$ cat config.mk
export PLATFORM = sky130hd
export DESIGN_NAME = hash_state_acc
export DESIGN_NICKNAME = d
export VERILOG_FILES = /design/src/rtl/hash_state_acc.sv
export SDC_FILE = /design/constraint.sdc
export NUM_CORES = 1
export LEC_CHECK = 0
export CAP_MARGIN = 10
export CORE_UTILIZATION = 50
export CTS_CLUSTER_SIZE = 25
export DETAILED_ROUTE_END_ITERATION = 8
export PLACE_DENSITY_LB_ADDON = 0.12
export SYNTH_ARGS = -nofsm -noshare
export SYNTH_HDL_FRONTEND = slang
export SYNTH_SLANG_ARGS = --single-unit
$ cat constraint.sdc
create_clock -name clk -period 3.8 [get_ports clk]
set_input_delay 0.57 -clock clk [delete_from_list [all_inputs] [get_ports clk]]
set_output_delay 0.57 -clock clk [all_outputs]
set_load 0.03 [all_outputs]
$ cat src/rtl/hash_state_acc.sv
// Chaining-value accumulator for the SHA-256 datapath: holds WORDS state words, adds each
// compression output word-wise, and flags the digest after nblocks beats. Optional feature: HASH_ACC_MIDSTATE_EN.
module hash_state_acc #(
   parameter int                         WORDS = 8,
   parameter int                         WIDTH = 32,
   parameter int                         CNT_W = 8,
   parameter logic [WORDS*WIDTH-1:0]     IV    = {32'h5be0cd19, 32'h1f83d9ab, 32'h9b05688c, 32'h510e527f,
                                                  32'ha54ff53a, 32'h3c6ef372, 32'hbb67ae85, 32'h6a09e667}
) (
   input  logic                     clk,
   input  logic                     rst,
   input  logic                     start,
   input  logic [CNT_W-1:0]         nblocks,
`ifdef HASH_ACC_MIDSTATE_EN
   input  logic                     midstate_load,
   input  logic [WORDS*WIDTH-1:0]   midstate_in,
`endif
   input  logic                     in_valid,
   output logic                     in_ready,
   input  logic [WORDS*WIDTH-1:0]   in_data,
   output logic [WORDS*WIDTH-1:0]   h_out,
   output logic [CNT_W-1:0]         block_idx,
   output logic                     busy,
   output logic                     digest_valid
);

   typedef enum logic [1:0] {
      IDLE,
      ACCUM,
      DONE
   } state_t;

   state_t                   state_q, state_d;
   logic [WORDS*WIDTH-1:0]   h_q, h_d;
   logic [CNT_W-1:0]         idx_q, idx_d;
   logic [CNT_W-1:0]         nblk_q, nblk_d;
   logic                     in_ready_q, in_ready_d;
   logic                     busy_q, busy_d;
   logic                     digest_valid_q, digest_valid_d;
   logic [WORDS*WIDTH-1:0]   load_value;
   logic                     accept;

`ifdef HASH_ACC_MIDSTATE_EN
   assign load_value = midstate_load ? midstate_in : IV;
`else
   assign load_value = IV;
`endif

   // in_ready_q is only ever high in ACCUM, so it doubles as the state qualifier for a beat
   assign accept = in_valid && in_ready_q;

   always_comb begin
      state_d        = state_q;
      h_d            = h_q;
      idx_d          = idx_q;
      nblk_d         = nblk_q;
      if (start) begin
         h_d     = load_value;
         idx_d   = '0;
         nblk_d  = nblocks;
         state_d = (nblocks != '0) ? ACCUM : DONE;
      end else if (state_q == ACCUM && accept) begin
         // Word-sliced addition keeps carries inside each word
         for (int i = 0; i < WORDS; i++) begin
            h_d[i*WIDTH +: WIDTH] = h_q[i*WIDTH +: WIDTH] + in_data[i*WIDTH +: WIDTH];
         end
         idx_d = idx_q + CNT_W'(1);
         if (idx_q == nblk_q - CNT_W'(1)) begin
            state_d = DONE;
         end
      end
      in_ready_d     = (state_d == ACCUM);
      busy_d         = (state_d == ACCUM);
      digest_valid_d = (state_d == DONE);
   end

   always_ff @(posedge clk) begin
      if (rst) begin
         state_q        <= IDLE;
         h_q            <= IV;
         idx_q          <= '0;
         nblk_q         <= '0;
         in_ready_q     <= 1'b0;
         busy_q         <= 1'b0;
         digest_valid_q <= 1'b0;
      end else begin
         state_q        <= state_d;
         h_q            <= h_d;
         idx_q          <= idx_d;
         nblk_q         <= nblk_d;
         in_ready_q     <= in_ready_d;
         busy_q         <= busy_d;
         digest_valid_q <= digest_valid_d;
      end
   end

   assign in_ready     = in_ready_q;
   assign h_out        = h_q;
   assign block_idx    = idx_q;
   assign busy         = busy_q;
   assign digest_valid = digest_valid_q;

endmodule

[Word-level counts from Yosys, hierarchy flattened]
Index checks and enable logic that the tools add are counted.
Word-level totals
  latch bits: 0
  flip-flop bits (word level): 276
  logic and storage cells: 28
  input port bits: 268
  memories: 0
  memory bits (read-only): 0
  bits in writable memories: 0
  output and inout port bits: 267
Operators by class
  muxes and demuxes: 4
  eq/ne operators: 4
  bitwise logic cells: 0
  $lt $le $gt $ge: 0
  reductions and logical operators: 4
  shift operators: 0
  add/subtract/negate cells: 10
  div/mod/pow operators: 0
  $mul: 0
Operator list (number)
  32-bit adder: 8
  8-bit by 1-bit adder with 8-bit output, second input constant: 1
  8-bit == test: 1
  2-bit 2-to-1 mux: 4
  8-bit nonzero test: 1
  8-bit by 1-bit subtractor with 8-bit output, second input constant: 1
  2-bit by 1-bit == test with 1-bit output, second input constant: 2
  2-bit == test, second input constant: 1
  1-bit logical AND: 2
  2-bit OR reduction: 1

[Longest topological paths before layout]
Gate-level depths: netlist of the first run.
  depth in word-level cells: 6
  mapped depth: 12

[Least setup slack after synthesis of the first run]
OpenSTA, ideal clock, no wires.
  path kind: input to register
  from: input port in_data[224]
  to: register h_q[252] (netlist: h_out[252])
  arrival: 3.227 ns
  stages: 12
  setup slack: 0.448 ns
  library setup time: 0.125 ns
  data required time: 3.675 ns
  buffers on the path: 0
  cells stage by stage: ha_1 > fa_1 > a21o_1 > a211o_1 > a2111oi_4 > nor4b_1 > o31ai_1 > a21oi_1 > a221oi_2 > a21oi_1 > xnor2_1 > o21ai_1
Between the ends
  longest elaborated chain between the ends: 1
RTL lines
  start: declaration: line 20  | input logic [WORDS*WIDTH-1:0] in_data,
  32-bit adder: line 65  | h_d[i*WIDTH +: WIDTH] = h_q[i*WIDTH +: WIDTH] + in_data[i*WIDTH +: WIDTH];
  end signal: assignment: line 80  | h_q <= IV;
  end signal: assignment: line 88  | h_q <= h_d;
  end: declaration: line 34  | logic [WORDS*WIDTH-1:0] h_q, h_d;
Every way passes these cells.
A chain may end at the register's enable or synchronous reset.

[Worst setup path after layout of the first run]
Ends and elaborated chain as after synthesis.

==> results.ini, run 1 <==
[clock_tree]
cts_setup_buffers = 0
cts.sinks = 276
cts-root-buf = clkbuf_16
htreeDepth = 2
clk_pin_slew_worst_paths_ns = 0.06
cts_made_buffers = 36
cts_resized = 0
hold_buffers = 0
clkLatencyLatePin_ns = 0.55
cts_buffer_depth = 3
cts_tree = built

[sta]
timing.slew.headroom = 0.243
worst_pin_slew_ns = 1.13
finalSetupViolations = 0
final.min_clock_period_ns = 3.53
rsz0062_at_grt = false
timing.final.max_slew_violations = 0
hold_violations = 0
period_share = 0.930
clock_skew_ns = 0.0208
fin_ws_ns = 0.267
max_clock_freq_mhz = 283

[drt]
ant_nets = 0
wirelength_mm = 72.5
drt_iter0_drc = 1157
drc = 0
dr.pass1.iters = 6
vias_per_cell = 5.86
wl_per_cell_um = 19.2
via_count = 22069

[floorplan]
placementRows = 74
die-width_um = 207
dieArea_sq_mm = 0.0429
core_region_area_sq_mm = 0.0412
die_h_um = 207
io_pins = 535
initial_core_util = 0.511

[setup_path]
critPathLaunchType = input port
crit_top_cell = a21oi_1
worstPathMaxFanout = 3
cpPeakStageDelay_ns = 0.42
critPathBufInv = 1
end_kind = register
timing.critical_path.from = in_data[224]
worstSetupPathType = in -> reg
cp_cell_sequence = clkdlybuf4s50_1 > ha_1 > fa_1 > a21o_1 > a211o_1 > a2111oi_4 > nor4b_1 > o31ai_1 > a21oi_1 > a221oi_2 > a21oi_1 > xnor2_1 > o21ai_1
critPathTopFamily = compound AO/OA/AOI/OAI gates
cp.required_ns = 4.21
arrival_ns = 3.94
reg2reg_from = h_out[224]$_SDFFE_PP1P_
worst_path_max_delay_cell = clkdlybuf4s50_1

[synthesis]
ys_seq_area_frac = 0.262
synth_flop_cell = dfxtp_1
syn_area_sq_mm = 0.0210
synth_edf_count = 0
syn_avg_cell_area_sq_um = 7.95
synthTopCellsByArea = dfxtp_1 (26%), ha_1 (15%), a21oi_1 (7.2%), nand2_1 (6.6%), xnor2_1 (5.4%)
post-synth-top-count-cell = nand2_1
synth_common_cells = nand2_1 (369), a21oi_1 (303), dfxtp_1 (276)
synthCells = 2648
ys_warn_count = 0
syn_nets = 3174
synth_cell_types = 78
synth_seq_cells = 276
synth_top_area_share = 0.262
async_reset_ff_frac = 0
yosys.area.top_type = dfxtp_1

[power]
total_power_mw = 8.36
peakVddDrop_mv = 0.311
pwr_density_cell_mw_per_mm2 = 294
total_leakage_power_nw = 11.9

[placed_design]
post-dp-hpwl_mm = 55.2
portBuffers = 534
pre_cts_slack_ns = -0.213
gp_congestion = 0.952

[finish]
area_delta_synth_final_pct = 35.2
drive_above_1_share = 0.0470
multi_input_comb_area_sq_mm = 0.0150
ff_latch_area_sq_mm = 0.00553
fin_nets = 3716
fillers = 3397

[global_routing]
grt_max_degree = 115
antenna_found_initial = 21
grt_usage = 0.324
grt_pass1_vias = 21490
grt_overflow = 0
grt_first_pass_wirelength_mm = 113

[worst_hold_path]
worstHoldStart = h_out[213]$_SDFFE_PP0P_
hp-class = reg -> reg

[job]
max_cap_viol_count = 0

[outcome]
status = complete, no violations

## power breakdown
part           leakage [nW]  internal [mW]  switching, mW
Sequential             2.24           2.93         0.0406
Combinational          9.11          0.980           1.06
Clock                 0.560           1.94           1.40
Total                  11.9           5.86           2.51
## worst reg2reg max path, delay by kind of cell, from the launching register on
family | cells | cell delay (ns)
AO/OA/AOI/OAI | 8 | 2.03
XOR/XNOR | 1 | 0.20
adder cells (fa/ha/maj) | 2 | 0.60
flip-flops | 1 | 0.32
AND/OR/NAND/NOR | 1 | 0.10
## path summary, 6_finish.rpt
kind,to,slack [ns],depth (start not counted)
min reg2reg,h_out[213]$_SDFFE_PP0P_,0.47,2
min,h_out[213]$_SDFFE_PP0P_,0.47,2
max,h_out[252]$_SDFFE_PP1P_,0.27,13
max reg2reg,h_out[252]$_SDFFE_PP1P_,0.42,12
## cell type report
type | instances | share of cell area
inverter | 41 | 0.00541
clock buffer | 51 | 0.0358
sequential | 276 | 0.194
timing repair buffer | 601 | 0.208
clock inverter | 13 | 0.00356
multi-input combinational | 2234 | 0.528
tap | 532 | 0.0234
antenna | 19 | 0.00167
## flip-flops by register name, indices dropped and copies added (netlist names)
register      cells
nblk_q            8
state_q           2
h_out           256
digest_valid      1
busy              1
block_idx         8
## cells by family (layout without fill, tap and decap cells)
logic type / after synthesis / count (layout) / share of synthesized area
fa+ha+maj: 258 / 258 / 0.156
mux: 14 / 14 / 0.00666
xor+xnor: 216 / 216 / 0.0899
buf+inv: 138 / 706 / 0.0248
flops: 276 / 276 / 0.262
other cells: 0 / 19 / 0
compound gates: 948 / 948 / 0.289
simple gates: 798 / 798 / 0.171
## per-layer routing
metal,GRT usage,part of all wire
met5,0,0.00037
met4,0.199,0.055
met3,0.0766,0.073
met2,0.546,0.47
met1,0.371,0.40
## placed cells by master, fill, tap and decap left out, types with 37 or more instances in the layout
master,synthesis,routed
o21bai_1,37,37
clkbuf_16,0,37
dfxtp_1,276,276
xor2_1,87,87
o21ai_0,174,174
buf_4,1,62
ha_1,250,250
xnor2_1,129,129
o211ai_1,76,76
nor2_1,164,161
nand2_1,369,368
a21oi_1,303,303
a211oi_1,47,47
a21o_1,139,139
inv_1,41,41
nand3_1,63,63
clkdlybuf4s50_1,0,534
## per-stage QoR
stage	setup TNS (ns)	std cells	utilization	hold WS [ns]	area [sq um]
floorplan	0	2648	-	0.482	21000
global placement	-0.344	3684	0.662	0.456	27300
detailed placement	-0.920	3684	0.662	0.468	27300
CTS	0	3748	0.689	0.476	28400
global route	0	3767	0.691	0.499	28500
finish	0	3767	0.691	0.472	28500
Power figures use the tool's default switching activity.
==> run 2, diff against run 1 <==
Settings changed: CTS_BUF_LIST set to sky130_fd_sc_hd__clkbuf_4 sky130_fd_sc_hd__clkbuf_8.
==> results.ini, run 2 (synthesis gave the netlist of run 1 again) <==
[setup_path]
reg2reg_depth = 12  ; unchanged
critPathLaunchType = input port
worst_path_max_delay_cell = clkdlybuf4s50_1
worstSetupPathType = in -> reg
worstPathMaxFanout = 3  ; unchanged
arrival_ns = 3.94  ; about the same
critPathTopFamily = compound AO/OA/AOI/OAI gates
end_kind = register
critPathBufInv = 2  ; +1
cp_cell_sequence = clkdlybuf4s50_1 > ha_1 > fa_1 > a21o_1 > a211o_1 > a2111oi_4 > nor4b_1 > o31ai_1 > a21oi_1 > a221oi_2 > buf_4 > xor2_1 > o21ai_1
cp_num_cells = 13  ; unchanged
cp.required_ns = 4.32  ; +0.11 ns
cpPeakStageDelay_ns = 0.42  ; about the same

[sta]
hold_ws_ns = 0.471  ; -0.000855 ns
timing.final.max_slew_violations = 0  ; unchanged
hold_violations = 0  ; unchanged
worst_pin_slew_ns = 1.11  ; -0.0211 ns
finalSetupViolations = 0  ; unchanged
period_share = 0.901  ; -0.0290
rsz0062_at_grt = false
fin_ws_ns = 0.377  ; +0.110 ns
max_clock_freq_mhz = 292  ; +3.2%
timing.slew.headroom = 0.257  ; +0.0141
clock_skew_ns = 0.0290  ; +0.00821 ns
final.min_clock_period_ns = 3.42  ; -0.110 ns

[placed_design]
pre_cts_slack_ns = -0.213  ; unchanged
portBuffers = 534  ; unchanged
dp_cells = 3684  ; unchanged
gp_congestion = 0.952  ; unchanged
place_area_sq_mm = 0.0273  ; unchanged
post-dp-hpwl_mm = 55.2  ; unchanged

[finish]
layout.cells.non_filler = 3792  ; +0.66%
finish.utilization = 0.691  ; about the same
drive_above_1_share = 0.0583  ; +0.0113
final_area_sq_mm = 0.0285  ; about the same
final_common_cell = clkdlybuf4s50_1
fin_nets = 3733  ; +0.46%
largest_register_ffs = 256  ; unchanged
area_delta_synth_final_pct = 35.2  ; about the same
final_cell_mix = clkdlybuf4s50_1 (534), nand2_1 (368), a21oi_1 (303)

[drt]
ant_nets = 0  ; unchanged
via_count = 22145  ; +0.34%
wirelength_mm = 72.6  ; about the same
wl_per_cell_um = 19.1  ; -0.56%
dr.pass1.iters = 5  ; -1
vias_per_cell = 5.84  ; -0.32%
drc = 0  ; unchanged
drt_iter0_drc = 1179  ; +1.9%

[floorplan]
initial_core_util = 0.511  ; unchanged
placementRows = 74  ; unchanged
die-width_um = 207  ; unchanged
core_region_area_sq_mm = 0.0412  ; unchanged
die_h_um = 207  ; unchanged
io_pins = 535  ; unchanged
dieArea_sq_mm = 0.0429  ; unchanged

[clock_tree]
cts_setup_buffers = 0  ; unchanged
htreeDepth = 2  ; unchanged
clk_pin_slew_worst_paths_ns = 0.06  ; about the same
clkLatencyLatePin_ns = 0.64  ; +0.09 ns
cts_buffer_depth = 3  ; unchanged
cts_resized = 0  ; unchanged
cts.sinks = 276  ; unchanged
cts_made_buffers = 53  ; +47%
hold_buffers = 0  ; unchanged
cts-root-buf = clkbuf_8
cts_tree = built

[job]
max_cap_viol_count = 0  ; unchanged

[power]
peakVddDrop_mv = 0.308  ; -1.1%
pwr_density_cell_mw_per_mm2 = 290  ; -1.3%
total_leakage_power_nw = 12.0  ; +0.45%

[global_routing]
grt_max_degree = 115  ; unchanged
antenna_found_initial = 20  ; -4.8%
grt_usage = 0.325  ; +0.00131
grt_pass1_vias = 21559  ; +0.32%
grt_overflow = 0  ; unchanged
grt_first_pass_wirelength_mm = 113  ; +0.28%

[worst_hold_path]
hp-class = reg -> reg
worstHoldPathCells = 2  ; unchanged

[outcome]
status = complete, no violations

run 2: cell type report:
cell class,instances,area [sq um]
Timing Repair Buffer,601,5910
Tap cell,532,666
Clock buffer,85,1080
Clock inverter,7,60.1
Multi-Input combinational cell,2234,15000
Sequential cell,276,5530
Antenna cell,16,40.0
Inverter,41,154
Fill cell,3403,12700
run 2: stage by stage:
| stage | setup TNS [ns] | total power [mW] |
|---|---|---|
| CTS | 0 | 8.29 |
| global placement | -0.344 | 5.00 |
| global route | 0 | 8.63 |
| finish | 0 | 8.26 |
| floorplan | 0 | 4.32 |
| detailed placement | -0.920 | 5.04 |
run 2: per-layer routing:
layer | GRT usage | vias up | wire length (um)
met5 | 0 | - | 50
met4 | 0.200 | 8 | 4030
met3 | 0.0808 | 191 | 5530
met2 | 0.548 | 797 | 33900
met1 | 0.371 | 10306 | 29000
li1 | - | 10843 | -
run 2: worst min-delay path: cells and delay by family (launching register included):
family	cells	cell delay, ns
flip-flops	1	0.32
AND/OR/NAND/NOR	1	0.05
AO/OA/AOI/OAI	1	0.05
run 2: path summary, 6_finish.rpt:
check | start | endpoint | slack, ns
setup / recovery | in_data[224] | h_out[250]$_SDFFE_PP0P_ | 0.38
setup reg to reg | h_out[224]$_SDFFE_PP1P_ | h_out[250]$_SDFFE_PP0P_ | 0.43
hold / removal | h_out[119]$_SDFFE_PP0P_ | h_out[119]$_SDFFE_PP0P_ | 0.47
hold reg to reg | h_out[119]$_SDFFE_PP0P_ | h_out[119]$_SDFFE_PP0P_ | 0.47
run 2: report_power, final:
| part | leakage, nW | total (mW) | switching, mW | internal [mW] |
|---|---|---|---|---|
| Combinational | 9.11 | 2.04 | 1.06 | 0.980 |
| Sequential | 2.24 | 2.98 | 0.0409 | 2.94 |
| Clock | 0.613 | 3.24 | 1.39 | 1.86 |
| Total | 12.0 | 8.26 | 2.49 | 5.77 |
